===== config.mk =====
export PLATFORM = sky130hd
export DESIGN_NAME = uart_tx_param_flat
export DESIGN_NICKNAME = d
export VERILOG_FILES = /design/src/rtl/uart_pkg.sv /design/src/rtl/uart_tx_param_if.sv /design/src/rtl/uart_baud_edge.sv /design/src/rtl/uart_tx_param.sv /design/src/flat_wrapper.sv
export SDC_FILE = /design/constraint.sdc
export NUM_CORES = 1
export LEC_CHECK = 0
export CAP_MARGIN = 20
export CELL_PAD_IN_SITES_DETAIL_PLACEMENT = 1
export CELL_PAD_IN_SITES_GLOBAL_PLACEMENT = 1
export CORE_ASPECT_RATIO = 0.75
export CORE_MARGIN = 5
export CORE_UTILIZATION = 30
export DETAILED_ROUTE_END_ITERATION = 10
export GPL_TIMING_DRIVEN = 1
export PLACE_DENSITY_LB_ADDON = 0.08
export SETUP_SLACK_MARGIN = 0.02
export SLEW_MARGIN = 40
export SYNTH_ARGS = -nofsm -noshare
export SYNTH_HDL_FRONTEND = slang
export SYNTH_HIERARCHICAL = 1
export SYNTH_SLANG_ARGS = --single-unit

===== constraint.sdc =====
create_clock -name clk -period 4.2 [get_ports clk]
set_input_delay 0.84 -clock clk [delete_from_list [all_inputs] [get_ports clk]]
set_output_delay 0.84 -clock clk [all_outputs]
set_load 0.005 [all_outputs]

===== src/rtl/uart_pkg.sv =====
// Shared UART definitions: state encoding and line levels, used by TX and the planned RX.
package uart_pkg;

  typedef enum logic [2:0] {
    IDLE   = 3'd0,
    START  = 3'd1,
    DATA   = 3'd2,
    PARITY = 3'd3,
    STOP   = 3'd4,
    GAP    = 3'd5
  } uart_state_e;

  localparam logic START_BIT = 1'b0;
  localparam logic STOP_BIT  = 1'b1;

endpackage : uart_pkg


===== src/rtl/uart_tx_param_if.sv =====
// Word handshake between a producer and the UART transmitter holding register.
interface uart_tx_param_if #(
  parameter int unsigned DATA_BITS = 8
) ();
  import uart_pkg::*;

  logic [DATA_BITS-1:0] din;
  logic                 din_vld;
  logic                 din_rdy;

  modport master (output din, output din_vld, input  din_rdy);
  modport slave  (input  din, input  din_vld, output din_rdy);

endinterface : uart_tx_param_if


===== src/rtl/uart_baud_edge.sv =====
// Rising-edge detector on the shared baud clock: one clk-wide bedge per bclk period.
module uart_baud_edge (
  input  logic clk,
  input  logic rst,
  input  logic bclk,
  output logic bedge
);

  logic was_bclk;

  always_ff @(posedge clk or posedge rst) begin
    if (rst) begin
      was_bclk <= 1'b0;
    end else begin
      was_bclk <= bclk;
    end
  end

  assign bedge = bclk & ~was_bclk;

endmodule : uart_baud_edge


===== src/rtl/uart_tx_param.sv =====
// Parametrised UART transmitter with one-word holding register and programmable idle gap.
// Optional parity bit is built only when UART_TX_PARITY_EN is defined.
module uart_tx_param
  import uart_pkg::*;
#(
  parameter int unsigned DATA_BITS  = 8,
  parameter int unsigned STOP_BITS  = 1,
  parameter int unsigned GAP_BAUDS  = 30,
  parameter int unsigned PARITY_ODD = 0
) (
  input  logic           clk,
  input  logic           rst,
  input  logic           bclk,
  uart_tx_param_if.slave tx_if,
  output logic           tx,
  output logic           busy
);

  localparam int unsigned CW = $clog2(DATA_BITS + 1);
  localparam int unsigned SW = $clog2(STOP_BITS + 1);
  localparam int unsigned GW = (GAP_BAUDS == 0) ? 1 : $clog2(GAP_BAUDS + 1);

  if (DATA_BITS < 5 || DATA_BITS > 9) begin : g_bad_data_bits
    $error("uart_tx_param: DATA_BITS must be in 5..9");
  end
  if (STOP_BITS < 1 || STOP_BITS > 2) begin : g_bad_stop_bits
    $error("uart_tx_param: STOP_BITS must be 1 or 2");
  end
  if (PARITY_ODD > 1) begin : g_bad_parity_odd
    $error("uart_tx_param: PARITY_ODD must be 0 or 1");
  end

  uart_state_e          state_q, state_d;
  logic                 bedge;
  logic                 start_pt;
  logic                 accept;
  logic [DATA_BITS-1:0] thr_q;
  logic [DATA_BITS-1:0] tsr_q, tsr_d;
  logic                 thr_full_q, thr_full_d;
  logic [CW-1:0]        cnt_q, cnt_d;
  logic [SW-1:0]        scnt_q, scnt_d;
  logic [GW-1:0]        gcnt_q, gcnt_d;
  logic                 tx_d;
`ifdef UART_TX_PARITY_EN
  logic                 par_q, par_d;
`endif

  uart_baud_edge u_baud_edge (
    .clk   (clk),
    .rst   (rst),
    .bclk  (bclk),
    .bedge (bedge)
  );

  assign accept        = tx_if.din_vld & ~thr_full_q;
  assign tx_if.din_rdy = ~thr_full_q;

  // Points where a new frame may begin: idle, end of stop bits with no gap, end of gap.
  always_comb begin
    start_pt = 1'b0;
    if (bedge) begin
      case (state_q)
        IDLE:    start_pt = 1'b1;
        STOP:    start_pt = (scnt_q == SW'(STOP_BITS)) && (GAP_BAUDS == 0);
        GAP:     start_pt = (gcnt_q == GW'(GAP_BAUDS));
        default: start_pt = 1'b0;
      endcase
    end
  end

  // State register together with the datapath it sequences.
  always_ff @(posedge clk or posedge rst) begin
    if (rst) begin
      state_q    <= IDLE;
      tx         <= STOP_BIT;
      busy       <= 1'b0;
      thr_q      <= '0;
      tsr_q      <= '0;
      thr_full_q <= 1'b0;
      cnt_q      <= '0;
      scnt_q     <= '0;
      gcnt_q     <= '0;
`ifdef UART_TX_PARITY_EN
      par_q      <= 1'b0;
`endif
    end else begin
      state_q    <= state_d;
      tx         <= tx_d;
      busy       <= (state_d != IDLE) | thr_full_d;
      tsr_q      <= tsr_d;
      thr_full_q <= thr_full_d;
      cnt_q      <= cnt_d;
      scnt_q     <= scnt_d;
      gcnt_q     <= gcnt_d;
`ifdef UART_TX_PARITY_EN
      par_q      <= par_d;
`endif
      if (accept) begin
        thr_q <= tx_if.din;
      end
    end
  end

  // Next-state logic; the state name is the bit currently on the line.
  always_comb begin
    state_d = state_q;
    if (start_pt) begin
      state_d = thr_full_q ? START : IDLE;
    end else if (bedge) begin
      case (state_q)
        START: state_d = DATA;
        DATA: begin
          if (cnt_q == CW'(DATA_BITS)) begin
`ifdef UART_TX_PARITY_EN
            state_d = PARITY;
`else
            state_d = STOP;
`endif
          end
        end
`ifdef UART_TX_PARITY_EN
        PARITY: state_d = STOP;
`endif
        STOP: begin
          if (scnt_q == SW'(STOP_BITS)) begin
            state_d = GAP;
          end
        end
        default: state_d = state_q;
      endcase
    end
  end

  // Line value, shifter, counters and holding-register flag.
  always_comb begin
    tx_d       = tx;
    tsr_d      = tsr_q;
    cnt_d      = cnt_q;
    scnt_d     = scnt_q;
    gcnt_d     = gcnt_q;
    thr_full_d = thr_full_q;
`ifdef UART_TX_PARITY_EN
    par_d      = par_q;
`endif

    if (accept) begin
      thr_full_d = 1'b1;
    end

    if (start_pt) begin
      if (thr_full_q) begin
        tsr_d      = thr_q;
        thr_full_d = 1'b0;
        tx_d       = START_BIT;
`ifdef UART_TX_PARITY_EN
        par_d      = (PARITY_ODD != 0) ? ~^thr_q : ^thr_q;
`endif
      end else begin
        tx_d = STOP_BIT;
      end
    end else if (bedge) begin
      case (state_q)
        START: begin
          tx_d  = tsr_q[0];
          tsr_d = tsr_q >> 1;
          cnt_d = CW'(1);
        end
        DATA: begin
          if (cnt_q != CW'(DATA_BITS)) begin
            tx_d  = tsr_q[0];
            tsr_d = tsr_q >> 1;
            cnt_d = cnt_q + CW'(1);
          end else begin
`ifdef UART_TX_PARITY_EN
            tx_d   = par_q;
`else
            tx_d   = STOP_BIT;
            scnt_d = SW'(1);
`endif
          end
        end
`ifdef UART_TX_PARITY_EN
        PARITY: begin
          tx_d   = STOP_BIT;
          scnt_d = SW'(1);
        end
`endif
        STOP: begin
          if (scnt_q != SW'(STOP_BITS)) begin
            scnt_d = scnt_q + SW'(1);
          end else begin
            gcnt_d = GW'(1);
          end
        end
        GAP: begin
          tx_d   = STOP_BIT;
          gcnt_d = gcnt_q + GW'(1);
        end
        default: tx_d = tx;
      endcase
    end
  end

endmodule : uart_tx_param


===== src/flat_wrapper.sv =====
// flat-port wrapper written by rule: the top's interface ports become plain ports
module uart_tx_param_flat import uart_pkg::*;
#(
  parameter int unsigned DATA_BITS  = 8,
  parameter int unsigned STOP_BITS  = 1,
  parameter int unsigned GAP_BAUDS  = 30,
  parameter int unsigned PARITY_ODD = 0
)
  (clk, rst, bclk, tx, busy, tx_if_din, tx_if_din_vld, tx_if_din_rdy);
  uart_tx_param_if #(.DATA_BITS(DATA_BITS)) tx_if_i ();
  input  logic clk;
  input  logic rst;
  input  logic bclk;
  output logic tx;
  output logic busy;
  input wire logic [$bits(tx_if_i.din)-1:0] tx_if_din;
  input wire logic [$bits(tx_if_i.din_vld)-1:0] tx_if_din_vld;
  output wire logic [$bits(tx_if_i.din_rdy)-1:0] tx_if_din_rdy;
  assign tx_if_i.din = tx_if_din;
  assign tx_if_i.din_vld = tx_if_din_vld;
  assign tx_if_din_rdy = tx_if_i.din_rdy;
  uart_tx_param #(.DATA_BITS(DATA_BITS), .STOP_BITS(STOP_BITS), .GAP_BAUDS(GAP_BAUDS), .PARITY_ODD(PARITY_ODD)) u_core (.clk(clk), .rst(rst), .bclk(bclk), .tx_if(tx_if_i), .tx(tx), .busy(busy));
endmodule

==> results.toml, run 1 <==
[flow_run]
cap_viol_max_count = 0

[yosys]
synthCells = 191
mappedNetlistArea_um2 = 1873
synth.yosys.warnings = 6
ys_dominant_reg_cell = "dfrtp_1"
synth_area_per_cell_um2 = 9.807
async_reset_ff_share_pct = 100.0
synth_seq_cells = 33
synth_edf_count = 0
synth_nets = 207
synth.yosys.seq_area_share_pct = 44.15
synth.lib_cells_used.distinct = 50

[die]
chipWidth_um = 101.2
chipHeight_um = 78.43
core.rowCount = 24
top_level_ports = 15
initial_cell_density_of_the_core_pct = 31.50
die_area_um2 = 7940
fp.coreArea_um2 = 5946

[cts]
ctsLongestPathBuffers = 2
post_cts_setup_buffers = 0
cts_tree = "yes"
ctsHtreeMaxLevel = 2
clkSinkCount = 33
cts_root_buffer = "clkbuf_8"
clk_transition_reported_paths_ns = 0.07
post_cts_resized = 0
cts_inserted_buffers = 5
clkLatencyLatePin_ns = 0.28
quantity_of_hold_fixing_buffers_added_after_cts = 0

[drt]
drt_iter0_drc = 49
detail_route.drc_violations = 0
detailedRoute.firstPassIterationCount = 4
drt-total-wl_mm = 4.641
post_drt_via_cell_ratio = 5.290
route.vias.total = 1497
wire_per_inst_um = 16.40
ant_nets = 0

[finish]
diodes = 0
fin_cells = 283
register_cell_area_after_layout_um2 = 827.0
fillers = 692
fin_area_um2 = 2158
multi_input_area_um2 = 954.7
final_nets = 220
syn2layout_area_growth_pct = 15.23
layout-drive-gt1-share_pct = 16.10

[sta]
finalClockSkew_ns = 0.009921
final_hold_viol_count = 0
whs_ns = 0.4910
rsz0062_at_grt = "no"
finalSetupViolations = 0
worst_slew_pin_slew_ns = 0.7047
totalNegativeSetupSlack_ns = 0
final.period_utilization_pct = 62.37
slew_viol_final = 0
worst_slew_margin_relative_to_its_limit_pct = 52.88
fmax_mhz = 381.7
worst_slack_ns = 1.580
finalCriticalPeriod_ns = 2.620

[power_and_ir_drop]
vdd_ir_drop_max_uv = 160.7
static_leakage_power_nw = 0.8814
power-per-cell-area_nw_per_um2 = 528.2

[worst_setup_path]
path_class = "primary input to flop"
critical_path.endpoint_type = "flop"
nature_of_the_critical_path_startpoint = "primary input"
crit_required_ns = 4.38
cp_data_arrival_time_ns = 2.79
critical_path.max_fanout = 13

[hold_path]
worstHoldPathType = "flop to flop"

[status]
outcome = "complete, no violations"

[placement]
pre_cts_slack_ns = 1.318
io_buffer_count = 14
dpl-instance-area_um2 = 2066
detailedPlacementHpwl_mm = 3.328
globalplace.congestion = 0.7357
placedCellCount = 275

[global_route]
maximum_number_of_pins_on_one_net_before_global_route_repair = 33
grt_pass1_vias = 1524
grt_antenna_before_repair = 0
grt.total_usage_pct = 12.36
grt.overflow.total = 0
grt_first_pass_wirelength_mm = 7.783
## worst max-delay path, stage by stage
cell             delay [ns]
clkdlybuf4s50_1        0.48
nor2b_4                0.30
nor2b_4                0.38
nand3_1                0.28
o22ai_1                0.20
a211oi_1               0.12
a21o_1                 0.20
## metal layers
| layer | vias to the layer above | GRT usage (%) | share of wire, % |
|---|---|---|---|
| met3 | 2 | 3.632 | 4.4 |
| met2 | 19 | 18.15 | 42 |
| li1 | 731 | - | - |
| met5 | - | 0 | 0 |
| met4 | 0 | 2.523 | 0.37 |
| met1 | 745 | 18.03 | 53 |
## layout make-up
type                       instances  area share, %
sequential                        33          38.32
inverter                           9          1.565
clock buffer                       8          4.174
timing repair buffer              16          7.188
tap                               78          4.522
multi-input combinational        139          44.23
## registers in the layout (all words and copies together), names as in the netlist
name and count:
u_core/scnt_q 1, u_core/u_baud_edge/was_bclk 1, u_core/gcnt_q 5, u_core/state_q 3
u_core/thr_full_q 1, u_core/thr_q 8, u_core/cnt_q 4, u_core/tsr_q 8
u_core/tx 1, u_core/busy 1
## worst paths after layout
path	slack, ns	from	depth (start not counted)	to
max in group asynchronous	2.87	rst	3	u_core/tx$_DFFE_PP1P_
hold / removal	0.49	u_core/tsr_q[7]$_DFFE_PP0P_	2	u_core/tsr_q[7]$_DFFE_PP0P_
setup reg to reg	2.08	u_core/state_q[2]$_DFF_PP0_	5	u_core/tsr_q[3]$_DFFE_PP0P_
min in group asynchronous	0.73	rst	2	u_core/u_baud_edge/was_bclk$_DFF_PP0_
setup / recovery	1.58	bclk	7	u_core/tsr_q[3]$_DFFE_PP0P_
hold reg to reg	0.49	u_core/tsr_q[7]$_DFFE_PP0P_	2	u_core/tsr_q[7]$_DFFE_PP0P_
## placed cells by master, fill, tap and decap left out, drive strengths merged, types with 4 or more instances in the layout
cell type	netlist	final
a21oi	7	7
a2bb2oi	5	5
clkbuf	3	8
clkdlybuf4s50	0	14
dfrtp	32	32
ha	4	4
inv	8	8
mux2	8	8
mux2i	4	4
nand2	14	14
nand2b	4	4
nand3	5	5
nor2	15	15
nor3	7	7
o21ai	22	22
o22a	4	4
o22ai	8	8
o31ai	5	5
## kinds of logic after synthesis
logic type / count (synthesis) / share of synthesized area [%]
simple gates: 57 / 17.24
flops: 33 / 44.16
fa+ha+maj: 4 / 2.672
buf+inv: 19 / 5.009
compound gates: 66 / 23.98
mux: 12 / 6.948
## synthesized netlist by cell type (all sizes together), types with 2 or more instances
library cell / n / area [um^2]
inv: 8 / 30.03
a21oi: 7 / 35.03
a21o: 2 / 15.01
o22a: 4 / 35.03
nand4: 3 / 25.02
nand2: 14 / 52.55
a32oi: 2 / 17.52
ha: 4 / 50.05
buf: 7 / 48.79
a211oi: 2 / 15.01
mux2i: 4 / 40.04
nor2b: 3 / 33.79
nand2b: 4 / 32.53
nand3: 5 / 30.03
o21ai: 22 / 113.9
nor3: 7 / 40.04
clkbuf: 3 / 11.26
a31oi: 3 / 18.77
dfrtp: 32 / 800.8
mux2: 8 / 90.09
o22ai: 8 / 50.05
nor2: 15 / 61.31
a2bb2oi: 5 / 43.79
o31ai: 5 / 42.54
## power by group
| part | internal, W | switching [W] |
|---|---|---|
| clock | 0.000134 | 0.000110 |
| combinational | 0.000173 | 0.000162 |
| sequential | 0.000424 | 0.000138 |
## metrics by stage
stage	total power, W	util, %
finish	0.001140	36.30
global route	0.001227	36.30
CTS	0.001159	36.26
detailed placement	0.0009017	34.74
global placement	0.0008864	34.74
floorplan	0.0008018	-
Power figures use the tool's default switching activity.
==> run 2: changes to the inputs <==
clock period = 2.7 ns   (was 4.2 ns; I/O delays follow)
==> results.toml, run 2 (synthesis gave the netlist of run 1 again) <==
[drt]
drt_iter0_drc = 44
ant_nets = 0
post_drt_via_cell_ratio = 5.420
drt-total-wl_mm = 4.912
wire_per_inst_um = 17.17
detailedRoute.firstPassIterationCount = 4
detail_route.drc_violations = 0
route.vias.total = 1550

[sta]
worst_slew_margin_relative_to_its_limit_pct = 51.30
finalSetupViolations = 0
totalNegativeSetupSlack_ns = 0
final.period_utilization_pct = 77.47
slew_viol_final = 0
worst_slew_pin_slew_ns = 0.7283
rsz0062_at_grt = "no"
fmax_mhz = 478.1
final_hold_viol_count = 0
finalClockSkew_ns = 0.004884
finalCriticalPeriod_ns = 2.092

[cts]
clk_transition_reported_paths_ns = 0.07
clkSinkCount = 33
ctsHtreeMaxLevel = 2
quantity_of_hold_fixing_buffers_added_after_cts = 0
ctsLongestPathBuffers = 2
post_cts_resized = 0
cts_root_buffer = "clkbuf_8"
clkLatencyLatePin_ns = 0.28
cts_inserted_buffers = 5
post_cts_setup_buffers = 0
cts_tree = "yes"

[global_route]
maximum_number_of_pins_on_one_net_before_global_route_repair = 33
grt.overflow.total = 0
grt_first_pass_wirelength_mm = 8.328
grt.total_usage_pct = 13.30
grt_antenna_before_repair = 0
grt_pass1_vias = 1674

[worst_setup_path]
path_class = "flop to flop"
nature_of_the_critical_path_startpoint = "flop"
critical_path.endpoint_type = "flop"
cp_data_arrival_time_ns = 2.32
crit_required_ns = 2.92
critical_path.max_fanout = 16

[power_and_ir_drop]
power.total_w = 0.001910
power-per-cell-area_nw_per_um2 = 866.5
vdd_ir_drop_max_uv = 258.6
static_leakage_power_nw = 0.9087

[finish]
syn2layout_area_growth_pct = 17.70
layout_commonest_cell = "dfrtp_1"
final_nets = 223
fin_cells = 286
diodes = 0
layout.cells.most_common_list = "dfrtp_1, clkdlybuf4s50_1, o21ai_0, nand2_1, nor2_1"
layout-drive-gt1-share_pct = 17.31
biggestRegsByFlops = "u_core/thr_q: 8 flops, u_core/tsr_q: 8 flops, u_core/gcnt_q: 5 flops"

[placement]
globalplace.congestion = 0.7412
detailedPlacementHpwl_mm = 3.375
io_buffer_count = 14
placedCellCount = 278

[die]
chipWidth_um = 101.2
chipHeight_um = 78.43
initial_cell_density_of_the_core_pct = 31.50
core.rowCount = 24
top_level_ports = 15
die_area_um2 = 7940
fp.coreArea_um2 = 5946

[flow_run]
cap_viol_max_count = 0

[status]
outcome = "complete, no violations"

[hold_path]
worstHoldPathType = "primary input to async pin"
## run 2: changes by cell type in the layout (fill, tap and decap cells not counted)
cell / before / now
bufinv_16: 0 / 1
nor2b_1: 0 / 1
clkbuf_1: 2 / 1
nor2b_2: 1 / 0
buf_4: 2 / 5
## run 2: critical path, cell delays in order, from the launching register on
cell and delay [ns]:
dfrtp_1 0.44, inv_1 0.07, ha_1 0.21, and3b_1 0.22
nor3_1 0.31, o211ai_2 0.35, a211oi_1 0.31, a21o_1 0.11
## run 2: cell type report
class | instances | area [um^2]
well taps | 78 | 97.59
multi-input cells | 139 | 952.2
clock buffers | 7 | 86.33
clock inverters | 1 | 30.03
fillers | 695 | 3741
repair buffers | 19 | 177.7
flip-flops and latches | 33 | 827.0
inverters | 9 | 33.78
## run 2: worst paths after layout
check / from / endpoint / slack (ns) / depth (start not counted)
max in group asynchronous: rst / u_core/tx$_DFFE_PP1P_ / 1.67 / 3
worst min register to register: u_core/tsr_q[7]$_DFFE_PP0P_ / u_core/tsr_q[7]$_DFFE_PP0P_ / 0.51 / 2
worst min-delay path: rst / u_core/u_baud_edge/was_bclk$_DFF_PP0_ / 0.42 / 2
worst max register to register: u_core/cnt_q[0]$_DFFE_PP0P_ / u_core/tsr_q[1]$_DFFE_PP0P_ / 0.61 / 7
worst max-delay path: u_core/cnt_q[0]$_DFFE_PP0P_ / u_core/tsr_q[1]$_DFFE_PP0P_ / 0.61 / 7
min in group clk: u_core/tsr_q[7]$_DFFE_PP0P_ / u_core/tsr_q[7]$_DFFE_PP0P_ / 0.51 / 2
## run 2: power by group
| part | switching (W) | internal (W) | total (W) |
|---|---|---|---|
| Sequential | 0.000208 | 0.000658 | 0.000866 |
| Combinational | 0.000271 | 0.000279 | 0.000550 |
| Clock | 0.000193 | 0.000301 | 0.000494 |
## run 2: metrics by stage
step | utilization (%) | hold WS [ns] | cell area (um^2) | worst slack (ns)
2_1_floorplan | - | 0.2687 | 1873 | 0.9789
3_3_place_gp | 35.12 | 0.4736 | 2088 | 0.3939
3_5_place_dp | 35.12 | 0.4890 | 2088 | 0.3222
4_1_cts | 37.08 | 0.4028 | 2205 | 0.6250
5_1_grt | 37.08 | 0.4240 | 2205 | 0.5305
6_report | 37.08 | 0.4152 | 2205 | 0.6082
## run 2: metal layers
metal  part of all wire, %  track usage, %  up-vias
li1                      -               -      741
met1                    52           18.53      782
met2                    44           20.10       20
met3                   2.7           3.720        7
met4                   1.1           3.851        0
met5                     0               0        -
==> run 3: changes to the inputs <==
clock period = 1.8 ns   (was 2.7 ns; I/O delays follow)
==> results.toml, run 3 (synthesis gave the netlist of run 1 again) <==
[finish]
final_nets = 242
register_cell_area_after_layout_um2 = 828.3
biggestRegsByFlops = "u_core/thr_q: 8 flops, u_core/tsr_q: 8 flops, u_core/gcnt_q: 5 flops"
fillers = 697
syn2layout_area_growth_pct = 28.06
multi_input_area_um2 = 984.7
fin_cells = 305
layout.cells.most_common_list = "dfrtp_1, buf_4, clkdlybuf4s50_1"
layout-drive-gt1-share_pct = 26.43
diodes = 0
layout_commonest_cell = "dfrtp_1"

[drt]
detailedRoute.firstPassIterationCount = 4
detail_route.drc_violations = 0
wire_per_inst_um = 17.07
routedLengthMet1_mm = 2.702
route.vias.total = 1619
drt_iter0_drc = 54
drt-total-wl_mm = 5.207
post_drt_via_cell_ratio = 5.308
route.met2.wl_mm = 2.272
ant_nets = 0
route.met3.wl_um = 169
top_signal_layer_used = "met4"

[die]
fp.coreArea_um2 = 5946
chipWidth_um = 101.2
top_level_ports = 15
chipHeight_um = 78.43
initial_cell_density_of_the_core_pct = 31.50
core.rowCount = 24
die_area_um2 = 7940

[worst_setup_path]
register_to_register_setup_slack_ns = 0.07
path_class = "primary input to flop"
critical_path.max_fanout = 4
crit_required_ns = 1.97
crit_slowest_cell = "clkdlybuf4s50_1"
slowest_delay_ns = 0.49
critical_path.endpoint_type = "flop"
cp_data_arrival_time_ns = 1.91
nature_of_the_critical_path_startpoint = "primary input"
worst_path_most_repeated_cell = "nor2b_4"
critical_path.cell_chain = "clkdlybuf4s50_1, nor2b_4, nor2b_4, nand4_1, o31ai_2, mux2i_1, o21ai_1"

[sta]
finalSetupViolations = 0
fmax_mhz = 572.9
finalClockSkew_ns = 0.01002
worst_slew_pin_slew_ns = 0.3985
finalCriticalPeriod_ns = 1.746
rsz0062_at_grt = "yes"
slew_viol_final = 0
worst_slew_margin_relative_to_its_limit_pct = 73.27
whs_ns = 0.2555
worst_slack_ns = 0.05436
totalNegativeSetupSlack_ns = 0
final.period_utilization_pct = 96.98
final_hold_viol_count = 0

[power_and_ir_drop]
power.total_w = 0.003008
power.combinational.fraction_pct = 34.3
power.share.switching_pct = 34.99
pwr-share-clk_pct = 24.8
power-per-cell-area_nw_per_um2 = 1254
vdd_ir_drop_max_uv = 394.6
internal-power_w = 0.001956
static_leakage_power_nw = 1.011
seqPwrFrac_pct = 40.9
netSwitchingPower_w = 0.001053

[global_route]
maximum_number_of_pins_on_one_net_before_global_route_repair = 33
grt.overflow.total = 0
grt_first_pass_wirelength_mm = 8.404
grt_pass1_vias = 1663
grt.total_usage_pct = 13.37
grt_antenna_before_repair = 0

[placement]
pre_cts_slack_ns = -0.2410
globalplace.congestion = 0.7886
io_buffer_count = 14
detailedPlacementHpwl_mm = 3.643
placedCellCount = 295

[cts]
cts_tree = "yes"
clk_transition_reported_paths_ns = 0.07
ctsLongestPathBuffers = 2
clkLatencyLatePin_ns = 0.29
ctsHtreeMaxLevel = 2
clkSinkCount = 33
cts_inserted_buffers = 5
cts_root_buffer = "clkbuf_8"

[flow_run]
cap_viol_max_count = 0

[hold_path]
worstHoldPathType = "primary input to async pin"

[status]
outcome = "complete, no violations"
==> run 3: cell count changes in the layout (fill, tap and decap cells not counted), moves of 2 or more <==
cell,previous run,this run
buf_12,0,2
nor3_2,1,3
nor3_1,6,4
buf_4,5,21
==> run 3: final cells by class <==
class	instances	share of cell area, %
clock inverters	1	1.252
multi-input cells	140	41.05
flip-flops and latches	33	34.53
clock buffers	7	3.599
inverters	9	1.408
well taps	78	4.069
repair buffers	37	14.08
==> run 3: worst max-delay path, delay by kind of cell <==
family                 cells  cell delay [ns]
AOI/OAI and AO/OA          2             0.24
buffers and inverters      1             0.49
and+or+nand+nor            3             0.57
muxes                      1             0.26
==> run 3: worst paths after layout <==
path / depth (start not counted) / to / start
setup / recovery: 7 / u_core/tsr_q[6]$_DFFE_PP0P_ / bclk
hold / removal: 2 / u_core/u_baud_edge/was_bclk$_DFF_PP0_ / rst
setup reg to reg: 8 / u_core/tsr_q[1]$_DFFE_PP0P_ / u_core/cnt_q[0]$_DFFE_PP0P_
hold reg to reg: 2 / u_core/tsr_q[7]$_DFFE_PP0P_ / u_core/tsr_q[7]$_DFFE_PP0P_
max in group asynchronous: 3 / u_core/tx$_DFFE_PP1P_ / rst
min in group clk: 2 / u_core/tsr_q[7]$_DFFE_PP0P_ / u_core/tsr_q[7]$_DFFE_PP0P_
==> run 3: stage by stage <==
step | cell area, um^2 | utilization, %
final | 2399 | 40.34
after detailed placement | 2241 | 37.69
after global placement | 2241 | 37.69
after floorplan | 1873 | -
after CTS | 2357 | 39.65
after global routing | 2399 | 40.34
==> run 3: layer usage <==
layer  up-vias  GRT usage, %
met1       815         19.81
met2        22         18.80
met5         -             0
met4         0         4.382
met3         8         3.366
li1        774             -
==> run 3: repair_timing <==
item                                    CTS  global route
endpoints found under the setup margin    0            13
resized for setup                         0             7
hold buffers                              0             0
setup buffers                             0             1
==> run 3: power groups by stage <==
stage          Combinational, W  Sequential [W]  Clock, W
3_5_place_dp           0.000994         0.00125         0
2_1_floorplan          0.000709         0.00116         0
5_1_grt                 0.00113         0.00127  0.000796
4_1_cts                 0.00100         0.00123  0.000765
6_report                0.00103         0.00123  0.000745
3_3_place_gp           0.000959         0.00123         0
==> RTL change (flow settings as in run 1) <==
Make the reset (`rst`) synchronous in 2 clocked blocks.
--- a/src/rtl/uart_baud_edge.sv
+++ b/src/rtl/uart_baud_edge.sv
@@ -10,3 +10,3 @@
 
-  always_ff @(posedge clk or posedge rst) begin
+  always_ff @(posedge clk) begin
     if (rst) begin
--- a/src/rtl/uart_tx_param.sv
+++ b/src/rtl/uart_tx_param.sv
@@ -71,3 +71,3 @@
   // State register together with the datapath it sequences.
-  always_ff @(posedge clk or posedge rst) begin
+  always_ff @(posedge clk) begin
     if (rst) begin
Check against the original RTL: differs if rst is asserted again (counterexample within 4 cycles, from zero or initial values and one cycle with rst high); with rst held inactive, the same outputs for 10 cycles.
==> RTL change against run 1 <==
- non-clock buffer count fell by 1
- setup slack got worse by 48 ps
- area after synthesis fell by 10%
- first-iteration DRC count is 43% lower
- core utilization fell by 0.22 points
- critical path type unchanged
- final area fell by 10%
- die area shrank 9.3%
- sequential cell count is the same
- largest cell class unchanged
- global-route usage grew 0.81 points
- wire length down 9.1%
Power is not compared: it rests on default switching activity, and its combinational part moved more than twofold at a synthesized area within 25%.
==> RTL change: results (changes against run 1) <==
Place
  – Area after DPL: 1856 um2 (was 2066 um2)
  – Worst slack, placed: 1227 ps (was 1318 ps)
  – Placed Instances: 264 (was 275)
  – Routability cong.: 0.7543 (was 0.7357)

Layout
  – Layout clock area frac: 4.446% (was 4.174%)
  – Fin area: 1942 um2 (was 2158 um2)
  – Bufs w/o clock: 15 (was 16)
  – Non-filler cells in the finished layout: 271 (was 283)
  – CLK BUF: 7 (was 8)
  – Fraction of layout cells with a size suffix above 1: 10.71% (was 16.10%)
  – Comb_multi_in: 130 (was 139)
  – Seq cells: 33 (unchanged)
  – Multi-input gate area: 912.1 um2 (was 954.7 um2)

Synthesis
  – Sequential area share after synthesis: 39.40% (was 44.15%)
  – Fraction of registers with async set/reset: 0% (was 100.0%)
  – Ys flop type: dfxtp_1 (was dfrtp_1)
  – Synth Area per Inst: 9.014 um2 (was 9.807 um2)
  – Syn Nets: 202 (was 207)
  – Adder-Cell Fraction of Synth Area: 2.985% (was 2.672%)
  – Complex-gate fraction of the synthesized area: 27.76% (was 23.98%)
  – Post-Synth XOR/XNOR Area: 0.5224% (was 0%)

Global route
  – Pin count of the biggest net entering global routing: 27 (was 33)
  – First-pass GRT wire length: 7251 um (was 7783 um)

Timing
  – Clk_skew: 1.439 ps (was 9.921 ps)
  – Slew margin rel.: 50.73% (was 52.88%)

Routing
  – Total Wirelength: 4220 um (was 4641 um)

Critical path
  – Critical path arrival: 2820 ps (was 2790 ps)

Outcome
  – Outcome: completed (unchanged)
RTL change: final timing paths:
path / from / to / slack (ps) / cells past startpoint
setup reg to reg: u_core/state_q[0]$_SDFF_PP0_ / u_core/tsr_q[2]$_SDFFE_PP0P_ / 2210 / 4
hold / removal: u_core/thr_q[2]$_SDFFE_PP0P_ / u_core/thr_q[2]$_SDFFE_PP0P_ / 460 / 2
hold reg to reg: u_core/thr_q[2]$_SDFFE_PP0P_ / u_core/thr_q[2]$_SDFFE_PP0P_ / 460 / 2
setup / recovery: bclk / u_core/tsr_q[2]$_SDFFE_PP0P_ / 1530 / 6
RTL change: critical path, delay by kind of cell:
kind	cells	cell delay, ps
AOI/OAI and AO/OA	2	500
and+or+nand+nor	2	720
buffers and inverters	1	480
muxes	1	280
RTL change: routing by layer:
metal	GRT usage (%)	wire length [um]
met1	18.09	2152
met3	3.696	144
met2	19.89	1862
met5	0	0
met4	4.666	61
